===== config.mk =====
export PLATFORM = sky130hd
export DESIGN_NAME = float_add_arbiter
export DESIGN_NICKNAME = d
export VERILOG_FILES = /design/src/rtl/float_add_arbiter.sv
export SDC_FILE = /design/constraint.sdc
export NUM_CORES = 1
export LEC_CHECK = 0
export CAP_MARGIN = 10
export CORE_AREA = 2 2 155 157
export CTS_BUF_LIST = sky130_fd_sc_hd__clkbuf_8
export DETAILED_ROUTE_END_ITERATION = 16
export DIE_AREA = 0 0 157 159
export PLACE_DENSITY_LB_ADDON = 0.12
export SYNTH_ARGS = -nofsm -noshare
export SYNTH_HDL_FRONTEND = slang
export SYNTH_SLANG_ARGS = --single-unit
export TNS_END_PERCENT = 1

===== constraint.sdc =====
create_clock -name clk -period 1.5 [get_ports clk]
set_clock_uncertainty 0.05 [all_clocks]
set_input_delay 0.225 -clock clk [delete_from_list [all_inputs] [get_ports clk]]
set_output_delay 0.225 -clock clk [all_outputs]
set_load 0.01 [all_outputs]

===== src/rtl/float_add_arbiter.sv =====
`default_nettype none
// ----------------------------------------------------------------------------
// float_add_arbiter : round-robin sharing of one pipelined FloatAdder, with drain
// Revision 1.0
// ----------------------------------------------------------------------------
module float_add_arbiter #(
   parameter int EXPONENT_WIDTH = 8,
   parameter int MANTISSA_WIDTH = 23,
   parameter int NUM_REQ        = 4,
   parameter int ADDER_LATENCY  = 3
) (
   input  logic                                         clk,
   input  logic                                         rst,
   input  logic [NUM_REQ-1:0]                           req_valid,
   output logic [NUM_REQ-1:0]                           req_ready,
   input  logic [NUM_REQ*(EXPONENT_WIDTH+MANTISSA_WIDTH+1)-1:0] req_a,
   input  logic [NUM_REQ*(EXPONENT_WIDTH+MANTISSA_WIDTH+1)-1:0] req_b,
   output logic [EXPONENT_WIDTH+MANTISSA_WIDTH:0]       add_a,
   output logic [EXPONENT_WIDTH+MANTISSA_WIDTH:0]       add_b,
   input  logic [EXPONENT_WIDTH+MANTISSA_WIDTH:0]       add_sum,
   output logic [NUM_REQ-1:0]                           resp_valid,
   output logic [EXPONENT_WIDTH+MANTISSA_WIDTH:0]       resp_sum,
   input  logic                                         flush_req,
   output logic                                         flush_done,
   output logic                                         busy
);
   localparam int W  = EXPONENT_WIDTH + MANTISSA_WIDTH + 1;
   localparam int IW = $clog2(NUM_REQ);
   localparam int CW = $clog2(ADDER_LATENCY + 1);

   typedef enum logic [0:0] {
      RUN   = 1'b0,
      DRAIN = 1'b1
   } state_t;

   state_t           state, state_nxt;
   logic [CW-1:0]    cnt, cnt_nxt;
   logic [IW-1:0]    ptr;
   logic [IW-1:0]    grant_idx;
   logic [IW-1:0]    cand_idx;
   logic             grant_any;
   int               cand;
   logic [W-1:0]     a_arr [NUM_REQ];
   logic [W-1:0]     b_arr [NUM_REQ];
   logic [ADDER_LATENCY-1:0] tag_vld;
   logic [IW-1:0]    tag_idx [ADDER_LATENCY];

   for (genvar i = 0; i < NUM_REQ; i++) begin : g_unpack
      assign a_arr[i] = req_a[i*W +: W];
      assign b_arr[i] = req_b[i*W +: W];
   end

   // Scan from the highest offset down so the requester closest to ptr wins.
   always_comb begin
      grant_any = 1'b0;
      grant_idx = '0;
      cand      = 0;
      cand_idx  = '0;
      if (state == RUN && !flush_req && !rst) begin
         for (int k = NUM_REQ - 1; k >= 0; k--) begin
            cand     = (int'(ptr) + k) % NUM_REQ;
            cand_idx = IW'(cand);
            if (req_valid[cand_idx]) begin
               grant_any = 1'b1;
               grant_idx = cand_idx;
            end
         end
      end
      req_ready = grant_any ? (NUM_REQ'(1) << grant_idx) : '0;
   end

   always_comb begin
      state_nxt  = state;
      cnt_nxt    = cnt;
      flush_done = 1'b0;
      case (state)
         RUN: begin
            if (flush_req) begin
               state_nxt = DRAIN;
               cnt_nxt   = CW'(ADDER_LATENCY);
            end
         end
         DRAIN: begin
            if (cnt == '0) begin
               flush_done = 1'b1;
               state_nxt  = RUN;
            end else begin
               cnt_nxt = cnt - 1'b1;
            end
         end
         default: state_nxt = RUN;
      endcase
   end

   always_ff @(posedge clk) begin
      if (rst) begin
         state      <= RUN;
         cnt        <= '0;
         ptr        <= '0;
         add_a      <= '0;
         add_b      <= '0;
         tag_vld    <= '0;
         resp_valid <= '0;
      end else begin
         state <= state_nxt;
         cnt   <= cnt_nxt;
         if (grant_any) begin
            ptr   <= (grant_idx == IW'(NUM_REQ - 1)) ? '0 : grant_idx + 1'b1;
            add_a <= a_arr[grant_idx];
            add_b <= b_arr[grant_idx];
         end
         for (int s = ADDER_LATENCY - 1; s > 0; s--) begin
            tag_vld[s] <= tag_vld[s-1];
         end
         tag_vld[0] <= grant_any;
         // Final stage lines the strobe up with the adder's result cycle.
         resp_valid <= tag_vld[ADDER_LATENCY-1] ? (NUM_REQ'(1) << tag_idx[ADDER_LATENCY-1]) : '0;
      end
   end

   always_ff @(posedge clk) begin
      for (int s = ADDER_LATENCY - 1; s > 0; s--) begin
         tag_idx[s] <= tag_idx[s-1];
      end
      tag_idx[0] <= grant_idx;
   end

   assign resp_sum = (|resp_valid) ? add_sum : '0;
   assign busy     = |tag_vld;

endmodule
`default_nettype wire

# ---- Word level (Yosys, flattened, before mapping)
# Memory sizes are Yosys's and may differ from the RTL's.
# Index checks and enable logic that the tools add are counted.
dict set report totals {
  register_bits 76
  latchBits 0
  mem_bits_rw 6
  romBits 0
  in_bits 295
  output_inout_bits 106
  elab_cells 70
  n_memories 1
}
# memory words width read_ports rd_ports_with_merged_regs wr line_no
set memory_table {}
lappend memory_table {tag_idx 3 2 3 0 3 46} ;# logic [IW-1:0] tag_idx [ADDER_LATENCY];
dict set report op_classes {
  addsub 5
  multipliers 0
  div 0
  n_lt_le_gt_ge 5
  n_eq_ne 3
  shifts 2
  mux 35
  n_bitwise 3
  reduce_logical 9
}
# op n
set op_table {}
lappend op_table {{2-to-1 mux 32 bit} 5}
lappend op_table {{binary-select mux 32 bit (select 2 bit)} 2}
lappend op_table {{2-to-1 mux 2 bit} 8}
lappend op_table {{2-to-1 mux 1 bit} 13}
lappend op_table {{less-than comparator 2 x 3 -> 1 bit (second input constant)} 4}
lappend op_table {{binary-select mux 1 bit (select 2 bit)} 4}
lappend op_table {{left shift 1 x 2 -> 4 bit (first input constant)} 2}
lappend op_table {{adder 2 x 1 -> 2 bit (second input constant)} 2}
lappend op_table {{adder 2 bit (second input constant)} 2}
lappend op_table {{2-to-1 mux 4 bit} 1}
lappend op_table {{!= test 2 bit (second input constant)} 2}
lappend op_table {{one-hot mux 2 bit (2 select lines)} 1}
lappend op_table {{OR reduction 4 bit} 1}
lappend op_table {{greater-or-equal comparator 3 bit (second input constant)} 1}
lappend op_table {{NOT 2 -> 3 bit} 1}
lappend op_table {{OR reduction 3 bit} 1}
lappend op_table {{== test 2 bit (second input constant)} 1}
lappend op_table {{logical AND 1 bit} 2}
lappend op_table {{zero test 1 bit} 2}
lappend op_table {{zero test 2 bit} 1}
lappend op_table {{NOT 1 bit} 2}
lappend op_table {{one-hot mux 1 bit (2 select lines)} 1}
lappend op_table {{AND reduction 2 bit} 1}
lappend op_table {{OR reduction 2 bit} 1}
lappend op_table {{subtractor 2 x 1 -> 2 bit (second input constant)} 1}

# ---- Depth between registers and ports, before layout
dict set report depth {
  word_depth 12
  depth_mapped 8
  ltp_nobuf 6
}

# ---- Worst setup path before layout
# Ideal clock, no wire load.
dict set report synth_path {
  kind {register -> output}
  from {register ptr[1]}
  to {output port req_ready[0]}
  arrival_ns 1.402
  required_time_ns 1.225
  path_slack_ns -0.177
  path_stages_with_launch 7
  path_buffers 1
  cell_sequence {dfxtp_1 -> mux2i_1 -> o21a_1 -> nand3_1 -> clkbuf_1 -> ha_1 -> and2_1}
}
dict set report synth_via {
  elab_chain_cells 10
  word_cells_on_any_way 23
  classes_between {add/sub: 3; shift: 1; mux: 19}
}
# item line_no
set synth_rtl {}
lappend synth_rtl {{from (decl)} 38} ;# logic [IW-1:0] ptr;
lappend synth_rtl {{from (signal assigned)} 108} ;# ptr <= (grant_idx == IW'(NUM_REQ - 1)) ? '0 : grant_idx + 1'b1;
lappend synth_rtl {{adder 2 bit} 61} ;# cand = (int'(ptr) + k) % NUM_REQ;
lappend synth_rtl {{binary-select mux 1 bit (select 2 bit)} 63} ;# if (req_valid[cand_idx]) begin
lappend synth_rtl {{2-to-1 mux 1 bit (implied by the code)} 63}
lappend synth_rtl {{2-to-1 mux 2 bit (4 in series)} 63}
lappend synth_rtl {{2-to-1 mux 2 bit} 59} ;# if (state == RUN && !flush_req && !rst) begin
lappend synth_rtl {{left shift 1 x 2 -> 4 bit} 69} ;# req_ready = grant_any ? (NUM_REQ'(1) << grant_idx) : '0;
lappend synth_rtl {{2-to-1 mux 4 bit (*)} 69}
lappend synth_rtl {{to (decl)} 15} ;# output logic [NUM_REQ-1:0] req_ready,
# Mark *: on every way between the ends. The rest lies on a longest branch, timed or not. The select of a mux whose other input is x is not followed.

# ---- Worst setup path after layout
dict set report layout_path {
  from {register ptr[1]}
  to {output port req_ready[2]}
}
# Same word-level chain as after synthesis.

==> summary.md <==
| Metric | Value |
|---|---|
| TNS Setup | `-34.49 ns` |
| Via density per instance | `5.04` |
| Die Y | `159 µm` |
| Initial Util | `23.5%` |
| Max-cap violations | `0` |
| Cells after Synth | `704` |
| Remaining DRCs | `0` |
| Worst vdd ir | `0.000298 V` |
| Worst hold stages | `3` |
| Synth top cells by count | `nand3_1 (195), a31oi_1 (128), dfxtp_1 (82)` |
| Combinational power share | `40.0%` |
| Design Area, Final | `0.0102 mm²` |
| Leak Pwr | `4.08 nW` |
| Initial antenna violation count | `2` |
| Count of different cell masters after synthesis | `33` |
| Ports | `401` |
| Register share of total power | `35.6%` |
| Post-synth EDFFs | `0` |
| Final hold slack | `0.185 ns` |
| Top cell type by total area after synthesis | `dfxtp_1` |
| Post-place instance area | `0.00989 mm²` |
| Status | `complete, but fails checks` |
| Final WL | `27300 µm` |
| Detailed router's first-iteration violation count | `396` |
| Post-Synthesis Net Count | `1001` |
| DP HPWL | `19000 µm` |
| Final setup fails | `101` |
| Vias in the first global route | `6939` |
| Global placer's final weighted congestion | `0.754` |
| Power per Cell Area | `698 mW/mm²` |
| Final Total Pwr | `7.09 mW` |
| Tmin final | `1.98 ns` |
| Num rows | `56` |
| Largest net degree at the start of global routing | `67` |
| Via count | `7056` |
| Reg area | `0.00165 mm²` |
| Max Root-Sink Buffers | `2` |
| Port Buffers | `400` |
| Synth Warn # | `0` |
| Worst EP required | `1.22 ns` |
| TritonCTS Buffers | `9` |
| Crit start category | `flip-flop` |
| Main synth FF type | `dfxtp_1` |
| Overall routing resource usage | `21.2%` |
| Crit path kind | `reg2out` |
| First-pass DRT Iterations | `8` |
| Switch share | `32.5%` |
| Max H-tree Level | `3` |
| Die X | `157 µm` |
| RSZ-0062 raised after global routing | `yes` |
| Crit path capture type | `primary output` |
| First-pass GRT wire length | `41400 µm` |
| Layout cells sized above 1 | `17.1%` |
| CTS clk-pin slew, worst paths | `0.09 ns` |
| HP Class | `in2reg` |
| Period utilisation layout | `132%` |
| Clock power frac | `24.4%` |
| Core Region | `0.0232 mm²` |
| Critical path arrival | `1.71 ns` |
| Top post-synthesis cells by area | `dfxtp_1 (30%), nand3_1 (18%), a31oi_1 (15%)` |
| GRT overflow | `0` |
| FF-to-FF path depth | `7` |
| Psw | `2.30 mW` |
| Pint | `4.79 mW` |
| Max Clock Freq | `505 MHz` |
| Place WS | `-0.855 ns` |
| Layout fillers | `2354` |
| Syn_area_per_cell | `7.73 µm²` |
| Sequential area share after synthesis | `30.2%` |
| Synthesized area | `0.00544 mm²` |
| Yosys top cell area share | `30.2%` |
| Most common cell in the netlist | `nand3_1` |
| CP max FO | `5` |
| Multi-input gate area | `0.00347 mm²` |
| Worst-Margin Slew | `0.456 ns` |
| Slew Limit Fails | `0` |
| Wire length per cell | `19.5 µm` |
| Failing checks | `negative setup slack` |
| Final worst setup slack | `-0.481 ns` |
| Skew-Pair Late Insertion Delay | `0.38 ns` |
| Max-slew headroom | `69.6%` |
| Die ar. | `0.0250 mm²` |
| CTS tree | `yes` |
| Clk sinks | `82` |
| Root Buffer | `clkbuf_8` |
| Routed Antenna Nets | `0` |
| Number of synthesized register bits | `82` |
| Ys async rst share | `0%` |
| Final Hold Vio Count | `0` |
| Area delta synth->final | `86.6%` |
| Nets | `1373` |
final cells by class:
class | count | share of cell area (%)
clock buffer | 10 | 1.36
sequential | 82 | 16.2
tap | 319 | 3.93
inverter | 8 | 0.419
timing repair buffer | 448 | 43.2
clock inverter | 5 | 0.542
multi-input combinational | 527 | 34.2
antenna | 2 | 0.0493
stage by stage:
| step | std cells | util [%] |
|---|---|---|
| floorplan | 704 | - |
| global placement | 1377 | 42.6 |
| detailed placement | 1377 | 42.6 |
| CTS | 1398 | 43.0 |
| global route | 1401 | 43.8 |
| finish | 1401 | 43.8 |
worst paths after layout:
path / endpoint / startpoint / slack, ns
worst min-delay path: state$_SDFF_PP0_ / flush_req / 0.19
worst min register to register: tag_idx[0][3]$_DFF_P_ / tag_idx[0][1]$_DFF_P_ / 0.28
worst max register to register: add_a[0]$_SDFFE_PP0P_ / ptr[1]$_SDFFE_PP0P_ / -0.42
worst max-delay path: req_ready[2] / ptr[1]$_SDFFE_PP0P_ / -0.48
worst max-delay path: stages, from the launching register on:
cell and delay (ns):
dfxtp_4 0.38, mux2i_4 0.18, buf_4 0.14, buf_4 0.12
o211a_4 0.30, nor2_4 0.10, buf_6 0.11
layer usage:
| metal | routed length, µm | vias to the layer above | GRT usage, % |
|---|---|---|---|
| met1 | 11400 | 3308 | 26.8 |
| met5 | 0 | - | 0 |
| met2 | 13100 | 317 | 34.9 |
| li1 | - | 3394 | - |
| met4 | 571 | 0 | 7.30 |
| met3 | 2220 | 37 | 5.14 |
repair_timing:
item / 4_1_cts / 5_1_grt
buffers inserted: 4 / 0
hold buffers: 0 / 0
gates resized for setup: 255 / 38
cloned: 2 / 1
setup endpoints to repair: 175 / 107
endpoints found under the hold margin: 0 / 0
pin swaps: 3 / 4
registers in the layout, indices dropped and copies added, names as in the netlist:
signal,cells
tag_idx,6
add_b,32
add_a,32
ptr,2
resp_valid,4
tag_vld,3
cnt,2
state,1
logic make-up after synthesis:
family / Yosys count / synth area share (%)
mux: 65 / 13.4
fa+ha+maj: 2 / 0.460
compound gates: 201 / 22.2
buf+inv: 95 / 8.85
flops: 82 / 30.2
simple gates: 259 / 24.9
cell usage in the layout, fill, tap and decap left out, types with 3 or more instances in the layout:
master           instances
a21oi_1                 64
a31oi_1                128
and2_4                   3
buf_12                  12
buf_2                   33
buf_4                   22
buf_6                   13
buf_8                    3
clkbuf_8                10
clkdlybuf4s50_1        291
dfxtp_1                 78
dfxtp_2                  3
dlygate4sd2_1           68
dlymetal6s2s_1           3
inv_1                    5
mux2_1                   7
mux2_2                  45
mux2_4                  12
nand2_1                  4
nand3_1                193
nor2_1                   5
nor2b_1                 37
power groups by stage:
stage / logic (mW) / clock network, mW / registers, mW
6_report: 2.83 / 1.73 / 2.53
2_1_floorplan: 1.17 / 0 / 2.67
4_1_cts: 2.77 / 1.80 / 2.53
3_5_place_dp: 2.88 / 0 / 2.58
5_1_grt: 3.06 / 1.90 / 2.56
3_3_place_gp: 2.87 / 0 / 2.58
No activity file was read; power rests on OpenSTA's default activity.
